### src/rtl/mips_pkg.sv
// mips_pkg: shared MIPS core types and constants.
// Provides the fetch FSM state type, the NOP encoding, the default reset and
// exception vectors, and the machine word width.
package mips_pkg;
    localparam int XLEN = 32;
    localparam logic [XLEN-1:0] INSTR_NOP = 32'h0000_0000;
    localparam logic [XLEN-1:0] RESET_VECTOR_DEF = 32'h0000_0000;
    localparam logic [XLEN-1:0] EXC_VECTOR_DEF = 32'h8000_0180;
    typedef enum logic [2:0] {IDLE, REQ, WAIT, HOLD, DRAIN} fetch_state_t;
endpackage

### src/rtl/fetch_ctrl_if.sv
// fetch_ctrl_if: handshake bundles around the fetch sequencer.
// imem_if: req/addr out of fetch, gnt/rvalid/rdata back from instruction memory.
// id_if:   valid/instr/pc/adr_err out of fetch, ready back from decode.
interface imem_if;
    import mips_pkg::*;
    logic            req;
    logic [XLEN-1:0] addr;
    logic            gnt;
    logic            rvalid;
    logic [XLEN-1:0] rdata;
    modport master (output req, addr, input gnt, rvalid, rdata);
    modport slave (input req, addr, output gnt, rvalid, rdata);
endinterface

interface id_if;
    import mips_pkg::*;
    logic            valid;
    logic [XLEN-1:0] instr;
    logic [XLEN-1:0] pc;
    logic            adr_err;
    logic            ready;
    modport master (output valid, instr, pc, adr_err, input ready);
    modport slave (input valid, instr, pc, adr_err, output ready);
endinterface

### src/rtl/fetch_ctrl_pc_next.sv
// pc_next: flush target selection, sequential increment and alignment checks.
// Ports: pc, exc, redirect, redirect_adr in; flush, tgt, tgt_mis, pc_inc, pc_mis out.
module pc_next
    import mips_pkg::*;
#(
    parameter logic [XLEN-1:0] EXC_VECTOR = EXC_VECTOR_DEF
) (
    input  logic [XLEN-1:0] pc,
    input  logic            exc,
    input  logic            redirect,
    input  logic [XLEN-1:0] redirect_adr,
    output logic            flush,
    output logic [XLEN-1:0] tgt,
    output logic            tgt_mis,
    output logic [XLEN-1:0] pc_inc,
    output logic            pc_mis
);
    assign flush   = exc | redirect;
    assign tgt     = exc ? EXC_VECTOR : redirect_adr;
    assign tgt_mis = |tgt[1:0];
    assign pc_inc  = pc + 32'd4;
    assign pc_mis  = |pc[1:0];
endmodule

### src/rtl/fetch_ctrl.sv
// fetch_ctrl: instruction-fetch sequencer owning the PC.
// Ports: clk, rst_n (async active-low); imem (master) single-outstanding
// req/gnt + rvalid fetch bus; id (master) valid/ready hand-off to decode;
// redirect/redirect_adr branch target pulse; exc exception pulse (wins).
module fetch_ctrl
    import mips_pkg::*;
#(
    parameter logic [XLEN-1:0] RESET_VECTOR = RESET_VECTOR_DEF,
    parameter logic [XLEN-1:0] EXC_VECTOR   = EXC_VECTOR_DEF
) (
    input  logic            clk,
    input  logic            rst_n,
    imem_if.master          imem,
    id_if.master            id,
    input  logic            redirect,
    input  logic [XLEN-1:0] redirect_adr,
    input  logic            exc
);
    fetch_state_t    state, state_d;
    logic [XLEN-1:0] pc, pc_d, pc_inc, tgt;
    logic [XLEN-1:0] instr_q, id_pc_q, cap_instr, cap_pc;
    logic            err_q, cap, cap_err, flush, tgt_mis, pc_mis, outstanding;

    pc_next #(.EXC_VECTOR(EXC_VECTOR)) u_pc_next (
        .pc(pc), .exc(exc), .redirect(redirect), .redirect_adr(redirect_adr),
        .flush(flush), .tgt(tgt), .tgt_mis(tgt_mis), .pc_inc(pc_inc), .pc_mis(pc_mis)
    );

    // A granted-but-unanswered request means a response is still owed.
    assign outstanding = (state == REQ && imem.gnt && !pc_mis) || (state == WAIT && !imem.rvalid);

    always_comb begin
        state_d   = state;
        pc_d      = pc;
        cap       = 1'b0;
        cap_instr = INSTR_NOP;
        cap_pc    = pc;
        cap_err   = 1'b0;
        case (state)
            IDLE: state_d = REQ;
            REQ: begin
                // A misaligned PC never reaches memory; it is reported to decode.
                if (pc_mis) begin
                    state_d = HOLD;
                    cap     = 1'b1;
                    cap_err = 1'b1;
                end else if (imem.gnt) state_d = WAIT;
            end
            WAIT: begin
                if (imem.rvalid) begin
                    state_d   = HOLD;
                    cap       = 1'b1;
                    cap_instr = imem.rdata;
                end
            end
            HOLD: begin
                if (id.ready) begin
                    pc_d    = pc_inc;
                    state_d = REQ;
                end
            end
            DRAIN: state_d = imem.rvalid ? REQ : DRAIN;
            default: state_d = IDLE;
        endcase
        if (flush) begin
            pc_d      = tgt;
            cap       = 1'b0;
            cap_instr = INSTR_NOP;
            // DRAIN keeps waiting for its stale response, leaving once it lands
            // so a flush coinciding with that response cannot strand the FSM.
            if (state == DRAIN) state_d = imem.rvalid ? REQ : DRAIN;
            else if (outstanding) state_d = DRAIN;
            else if (tgt_mis) begin
                state_d = HOLD;
                cap     = 1'b1;
                cap_pc  = tgt;
                cap_err = 1'b1;
            end else state_d = REQ;
        end
    end

    always_ff @(posedge clk or negedge rst_n) begin
        if (!rst_n) begin
            state   <= IDLE;
            pc      <= RESET_VECTOR;
            instr_q <= INSTR_NOP;
            id_pc_q <= '0;
            err_q   <= 1'b0;
        end else begin
            state <= state_d;
            pc    <= pc_d;
            if (cap) begin
                instr_q <= cap_instr;
                id_pc_q <= cap_pc;
                err_q   <= cap_err;
            end
        end
    end

    assign imem.req   = (state == REQ) && !pc_mis;
    assign imem.addr  = pc;
    assign id.valid   = (state == HOLD);
    assign id.instr   = instr_q;
    assign id.pc      = id_pc_q;
    assign id.adr_err = err_q;
endmodule

### src/flat_wrapper.sv
// flat-port wrapper written by rule: the top's interface ports become plain ports
module fetch_ctrl_flat import mips_pkg::*;
#(
    parameter logic [XLEN-1:0] RESET_VECTOR = RESET_VECTOR_DEF,
    parameter logic [XLEN-1:0] EXC_VECTOR   = EXC_VECTOR_DEF
)
  (clk, rst_n, redirect, redirect_adr, exc, imem_req, imem_addr, imem_gnt, imem_rvalid, imem_rdata, id_valid, id_instr, id_pc, id_adr_err, id_ready);
  imem_if imem_i ();
  id_if id_i ();
  input  logic clk;
  input  logic rst_n;
  input  logic redirect;
  input  logic [XLEN-1:0] redirect_adr;
  input  logic exc;
  output wire logic [$bits(imem_i.req)-1:0] imem_req;
  output wire logic [$bits(imem_i.addr)-1:0] imem_addr;
  input wire logic [$bits(imem_i.gnt)-1:0] imem_gnt;
  input wire logic [$bits(imem_i.rvalid)-1:0] imem_rvalid;
  input wire logic [$bits(imem_i.rdata)-1:0] imem_rdata;
  output wire logic [$bits(id_i.valid)-1:0] id_valid;
  output wire logic [$bits(id_i.instr)-1:0] id_instr;
  output wire logic [$bits(id_i.pc)-1:0] id_pc;
  output wire logic [$bits(id_i.adr_err)-1:0] id_adr_err;
  input wire logic [$bits(id_i.ready)-1:0] id_ready;
  assign imem_req = imem_i.req;
  assign imem_addr = imem_i.addr;
  assign imem_i.gnt = imem_gnt;
  assign imem_i.rvalid = imem_rvalid;
  assign imem_i.rdata = imem_rdata;
  assign id_valid = id_i.valid;
  assign id_instr = id_i.instr;
  assign id_pc = id_i.pc;
  assign id_adr_err = id_i.adr_err;
  assign id_i.ready = id_ready;
  fetch_ctrl #(.RESET_VECTOR(RESET_VECTOR), .EXC_VECTOR(EXC_VECTOR)) u_core (.clk(clk), .rst_n(rst_n), .imem(imem_i), .id(id_i), .redirect(redirect), .redirect_adr(redirect_adr), .exc(exc));
endmodule
### config.mk
export PLATFORM = sky130hd
export DESIGN_NAME = fetch_ctrl_flat
export DESIGN_NICKNAME = d
export VERILOG_FILES = /design/src/rtl/mips_pkg.sv /design/src/rtl/fetch_ctrl_if.sv /design/src/rtl/fetch_ctrl_pc_next.sv /design/src/rtl/fetch_ctrl.sv /design/src/flat_wrapper.sv
export SDC_FILE = /design/constraint.sdc
export NUM_CORES = 1
export LEC_CHECK = 0
export BUFFER_PORTS_ARGS = -buffer_cell sky130_fd_sc_hd__buf_2
export CAP_MARGIN = 20
export CORE_ASPECT_RATIO = 1.2
export CORE_MARGIN = 4
export CORE_UTILIZATION = 51
export CTS_CLUSTER_SIZE = 8
export DETAILED_ROUTE_END_ITERATION = 10
export GPL_TIMING_DRIVEN = 0
export PLACE_DENSITY_LB_ADDON = 0.2
export SETUP_SLACK_MARGIN = 0.15
export SYNTH_ARGS = -nofsm -noshare
export SYNTH_HDL_FRONTEND = slang
export SYNTH_HIERARCHICAL = 1
export SYNTH_SLANG_ARGS = --single-unit
### constraint.sdc
create_clock -name clk -period 2.7 [get_ports clk]
set_input_delay 0.405 -clock clk [delete_from_list [all_inputs] [get_ports clk]]
set_output_delay 0.405 -clock clk [all_outputs]
set_load 0.02 [all_outputs]
==> results of run 1 <==
-- flip-flops by register name, summed over array words and instances (netlist names) --
name               count
u_core/id.instr       32
u_core/id.pc          32
u_core/id.adr_err      1
u_core/state           3
u_core/imem.addr      32
-- per-layer routing --
layer / share of wire / vias up
li1: - / 2041
met1: 0.42 / 2077
met2: 0.50 / 128
met3: 0.062 / 11
met4: 0.015 / 0
met5: 0 / -
-- worst max-delay path, delay by kind of cell --
family | cells | cell delay [ns]
AO/OA/AOI/OAI | 1 | 0.35
buffers and inverters | 3 | 0.61
AND/OR/NAND/NOR | 2 | 0.60
multiplexers | 2 | 0.64
-- Yosys cell counts, types with 2 or more instances --
master | count | area share
nand2_1 | 44 | 0.031
a21oi_1 | 3 | 0.0028
mux2_1 | 9 | 0.019
mux2_2 | 55 | 0.12
xnor2_1 | 21 | 0.035
a22o_1 | 32 | 0.053
buf_6 | 3 | 0.0064
nand4_2 | 2 | 0.0047
nor2b_1 | 31 | 0.036
dfrtp_1 | 100 | 0.47
nand3_1 | 12 | 0.011
and2_1 | 2 | 0.0024
and3_1 | 3 | 0.0035
mux2i_1 | 32 | 0.060
buf_4 | 7 | 0.0099
clkbuf_1 | 13 | 0.0092
xor2_1 | 7 | 0.012
nor3_1 | 3 | 0.0028
or2_2 | 8 | 0.0094
nor4_4 | 2 | 0.0080
buf_2 | 7 | 0.0066
nand4_1 | 9 | 0.011
nor2_1 | 9 | 0.0064
o21ai_0 | 36 | 0.034
inv_1 | 2 | 0.0014
-- cells in the final DEF (no fill, tap or decap), drive strengths merged, types with 9 or more instances in the layout --
| master | count |
|---|---|
| nand3 | 13 |
| mux2i | 32 |
| a22o | 32 |
| nand2 | 44 |
| o21ai | 36 |
| mux2 | 64 |
| xnor2 | 21 |
| buf | 188 |
| or2 | 9 |
| nand4 | 11 |
| nor2 | 9 |
| dfrtp | 100 |
| clkbuf | 24 |
| nor2b | 31 |
-- cells by family (layout without fill, tap and decap cells) --
family,count (synthesis),in the layout,synth area share
buf+inv,32,218,0.0334
mux,96,96,0.196
simple gates,134,134,0.146
fa+ha+maj,1,1,0.00235
flops,100,100,0.471
compound gates,79,79,0.106
xor+xnor,28,28,0.0461
-- power by group --
part / switching, mW / total, mW / internal, mW
registers: 0.180 / 1.91 / 1.73
logic: 0.812 / 1.49 / 0.680
clock network: 0.544 / 1.22 / 0.681
-- worst min path at each step --
stage          cells after the start  slack [ns]                 from                   to
4_1_cts                            1        0.11                rst_n     u_core/id.pc[17]
5_1_grt                            1        0.14                rst_n     u_core/id.pc[17]
2_1_floorplan                      0        0.11                rst_n    u_core/id.adr_err
3_3_place_gp                       1        0.48  u_core/id.instr[11]  u_core/id.instr[11]
6_report                           1        0.08                rst_n     u_core/id.pc[17]
3_5_place_dp                       1        0.47                rst_n     u_core/id.pc[17]
-- layout make-up --
type                       count  area, um2
tap                          126        158
sequential                   100       2500
timing repair buffer         171        883
buffer                        29        166
multi-input combinational    338       2640
clock buffer                  12        256
inverter                       2       7.51
fill                         833       3470
clock inverter                 4       33.8
-- stage by stage --
| stage | TNS, ns | std cells |
|---|---|---|
| CTS | 0 | 782 |
| global placement | -15.11 | 765 |
| global route | 0 | 782 |
| finish | 0 | 782 |
| detailed placement | -14.47 | 766 |
| floorplan | 0 | 470 |
==> results.toml, run 1 <==
[setup_path]
worstPathArrival_ns = 2.62
r2r_cells = 6
crit_end = "u_core/id.pc[8]"
critPathLaunch = "exc"
crit_path_end_kind = "flip-flop"
start_kind = "input port"
critPathRequiredTime_ns = 2.92
worstReg2RegEnd = "u_core/id.pc[22]"
cpMostUsedCell = "buf_2"
crit_chain = "buf_2 > or2_2 > buf_2 > or2_4 > a211oi_4 > buf_6 > mux2_2 > mux2_1"
r2r_start = "u_core/imem.addr[1]"
critical_path_class = "in -> reg"
crit_fanout = 15
critPathMaxStageDelay_ns = 0.35
crit_slowest_cell = "a211oi_4"
regToRegSetupSlack_ns = 0.46

[clock_tree]
worstSkewPairLatency_ns = 0.34
ctsLongestPathBuffers = 2
root_buffer = "clkbuf_16"
hold_buffers = 0
cts_resized = 0
cts_buffers = 9
cts_tree = "built"
htree_levels = 3
clk_pin_slew_ns = 0.07
post-cts-setup-buffer-count = 1
clkSinkCount = 100

[global_routing]
grt-busiest-layer = "met2"
grt_util_met3 = 0.0436
overflow = 0
grtUsageMet1 = 0.291
grt_start_max_net_pins = 55
antenna_found_initial = 0
grt_pass1_wl_um = 21900
grt.total_usage = 0.225
first_global_vias = 4433
grt_util_met2 = 0.376

[power]
leakagePower_nw = 3.45
powerDensity_nw_per_um2 = 696
fin_total_pwr_mw = 4.63
ir_drop_uv = 438

[timing]
hold_viol = 0
fin_ws_ns = 0.296
max_slew.worst_pin.slew_ns = 0.636
fin_hold_ws_ns = 0.0836
max_slew_margin = 0.576
max_freq_mhz = 416
setup_viol = 0
min_period_ns = 2.40
finalCritPeriodShare = 0.890
rsz0062_at_grt = "no"
finClkSkew_ns = 0.00931
drv_slew = 0

[place]
hpwl_um = 9760
dpl_worst_slack_ns = -0.412
port_buffers = 169
dpl_cell_area_um2 = 6350
gp_congestion = 0.837

[yosys]
ys_ff_latch = 100
avgSynthCellArea_um2 = 11.3
synth_cell_types = 43
synth.net_count = 542
yosysWarnings = 6
synth_area_um2 = 5320
synth_edf_count = 0
async_reset_ff_frac = 1.00
seq_area_frac_synth = 0.471
synthCells = 470
ys.flop_type = "dfrtp_1"

[cells_and_area]
final_nets = 723
utilization = 0.657
final_area_um2 = 6640
drive_gt1_frac = 0.425
diodes = 0
syn_to_final_growth_pct = 25.0

[die]
io_pins = 170
dieArea_um2 = 12100
die_w_um = 101
rows = 40
die_h_um = 120
core_region_area_um2 = 10100
start_util = 0.526

[detailed_routing]
ant_nets = 0
vias = 4257
drtIter0Drc = 168
drtPass1Iterations = 4
route.detailed.drc = 0
routed_wl_um = 13200
post_drt_wl_per_cell_um = 16.9
vias_per_cell = 5.44

[worst_hold_path]
hold_class = "in -> async"

[run_status]
status = "completed"

[job]
max_cap_viol_count = 0
Power figures use the tool's default switching activity.
==> inputs of run 2 (changes only) <==
Settings changed: ABC_AREA set to 1, CORE_UTILIZATION 51 to 53, GPL_ROUTABILITY_DRIVEN set to 0.
==> results.toml, run 2 <==
[yosys]
synthCells = 892
yosysWarnings = 6
synth_most_common_cell = "nand2_1"
synthTopCellsByCount = "nand2_1, dfrtp_1, nor2_1"
seq_area_frac_synth = 0.412
synth_edf_count = 0
synth_area_um2 = 6080
synth.net_count = 964
yosysTopAreaCellShare = 0.412
synth_top_cell_by_area = "dfrtp_1"
ys.flop_type = "dfrtp_1"
ys_ff_latch = 100
async_reset_ff_frac = 1.00
synthTopCellsByArea = "dfrtp_1, nand2_1, nand3_1"
synth_cell_types = 30
avgSynthCellArea_um2 = 6.82

[run_status]
status = "completed"

[timing]
max_freq_mhz = 498
max_slew.worst_pin.slew_ns = 0.585
hold_viol = 0
finalCritPeriodShare = 0.743
fin_ws_ns = 0.693
finClkSkew_ns = 0.00448
setup_viol = 0
min_period_ns = 2.01
final.setup.tns_ns = 0
rsz0062_at_grt = "no"
fin_hold_ws_ns = 0.0507
drv_slew = 0
max_slew_margin = 0.610

[power]
pwr-share-seq = 0.400
powerDensity_nw_per_um2 = 704
leakagePower_nw = 4.25
p_comb_frac = 0.362
ir_drop_uv = 330
p_switching_mw = 2.15
swShare = 0.411
p_int_mw = 3.08
fin_total_pwr_mw = 5.23
p_clk_frac = 0.238

[clock_tree]
cts_tree = "built"
htree_levels = 3
hold_buffers = 0
post-cts-setup-buffer-count = 0
cts_buffers = 9
clk_pin_slew_ns = 0.07
cts_resized = 0
ctsLongestPathBuffers = 2
clkSinkCount = 100
root_buffer = "clkbuf_16"
worstSkewPairLatency_ns = 0.35

[global_routing]
grt_pass1_wl_um = 28600
first_global_vias = 5880
grt_start_max_net_pins = 60
overflow = 0
grt.total_usage = 0.265
antenna_found_initial = 0

[detailed_routing]
route.detailed.drc = 0
wl_met2_um = 8290
drtPass1Iterations = 6
routed_wl_um = 17900
vias_per_cell = 5.23
drtIter0Drc = 572
post_drt_wl_per_cell_um = 14.5
vias = 6438
wl_met1_um = 7600
met3_wirelength_um = 1420
ant_nets = 0
maxUsedRoutingLayer = "met4"

[setup_path]
r2r_cells = 8
regToRegSetupSlack_ns = 0.69
crit_fanout = 10
start_kind = "flip-flop"
worstReg2RegEnd = "u_core/id.pc[21]"
r2r_start = "u_core/imem.addr[1]"
crit_path_end_kind = "flip-flop"
critPathRequiredTime_ns = 2.94
worstPathArrival_ns = 2.24
critical_path_class = "reg -> reg"

[place]
dpl_worst_slack_ns = 0.479
port_buffers = 169
hpwl_um = 13800

[cells_and_area]
layout_common_cells = "nand2_1, buf_2, dfrtp_1"
drive_gt1_frac = 0.226
final_nets = 1145
diodes = 0
final_common_cell = "nand2_1"
syn_to_final_growth_pct = 22.2

[die]
die_w_um = 106
dieArea_um2 = 13300
core_region_area_um2 = 11100
io_pins = 170
rows = 42
die_h_um = 125
start_util = 0.546

[worst_hold_path]
hold_class = "in -> async"

[job]
max_cap_viol_count = 0
## run 2: changes by cell type after synthesis, moves of 17 or more
cell / previous run / this run
nand2_1: 44 / 318
nand4_1: 9 / 35
nand3_1: 12 / 81
a22o_1: 32 / 0
mux2i_1: 32 / 0
mux2_2: 55 / 0
a21oi_1: 3 / 33
nor2_1: 9 / 93
nor2b_1: 31 / 0
inv_1: 2 / 84
xnor2_1: 21 / 4
## run 2: stage by stage
| step | utilization | instance area, um2 | std cells |
|---|---|---|---|
| floorplan | - | 6080 | 892 |
| global placement | 0.639 | 7120 | 1215 |
| detailed placement | 0.642 | 7150 | 1216 |
| CTS | 0.667 | 7430 | 1232 |
| global route | 0.667 | 7430 | 1232 |
| finish | 0.667 | 7430 | 1232 |
## run 2: area by class of cell
| type | instances | area (um2) |
|---|---|---|
| clock buffer | 9 | 225 |
| timing repair buffer | 170 | 876 |
| multi-input combinational | 651 | 2960 |
| sequential | 100 | 2500 |
| tap | 154 | 193 |
| clock inverter | 7 | 57.6 |
| buffer | 51 | 283 |
| fill | 1070 | 3710 |
| inverter | 90 | 338 |
## run 2: worst max path at each step
stage | start | to | slack [ns] | depth (start not counted)
finish | u_core/imem.addr[1] | u_core/id.pc[21] | 0.69 | 8
global route | u_core/imem.addr[1] | u_core/id.pc[28] | 0.55 | 8
CTS | u_core/imem.addr[1] | u_core/id.pc[26] | 0.69 | 8
detailed placement | exc | u_core/imem.addr[30] | 0.48 | 7
global placement | rst_n | u_core/imem.addr[24] | 0.17 | 1
floorplan | u_core/imem.addr[1] | imem_req | 0.85 | 2
## run 2: power groups by stage
| stage | registers (mW) | logic (mW) | clock network, mW |
|---|---|---|---|
| after floorplan | 2.44 | 0.849 | 0 |
| after global placement | 2.10 | 1.86 | 0 |
| after detailed placement | 2.12 | 1.89 | 0 |
| after CTS | 2.09 | 1.90 | 1.27 |
| after global routing | 2.14 | 2.08 | 1.32 |
| final | 2.09 | 1.90 | 1.24 |
## run 2: critical path: stages (launching register included)
cell and delay [ns]:
dfrtp_1 0.42, or2_2 0.35, inv_1 0.10, nand4_2 0.28
nand3_2 0.28, buf_2 0.24, nand2_1 0.08, nand2_1 0.09
nand2_1 0.06
## run 2: logic make-up after synthesis
family                   count (synthesis)  synth area share
buffers and inverters                  141             0.102
AND/OR/NAND/NOR                        566             0.406
adder cells (fa/ha/maj)                  1           0.00206
XOR/XNOR                                15            0.0216
flip-flops                             100             0.412
AO/OA/AOI/OAI                           69            0.0568
## run 2: layer usage
layer | track usage | up-vias
met2 | 0.423 | 323
met4 | 0.114 | 0
met5 | 0 | -
li1 | - | 3174
met1 | 0.358 | 2899
met3 | 0.0443 | 42
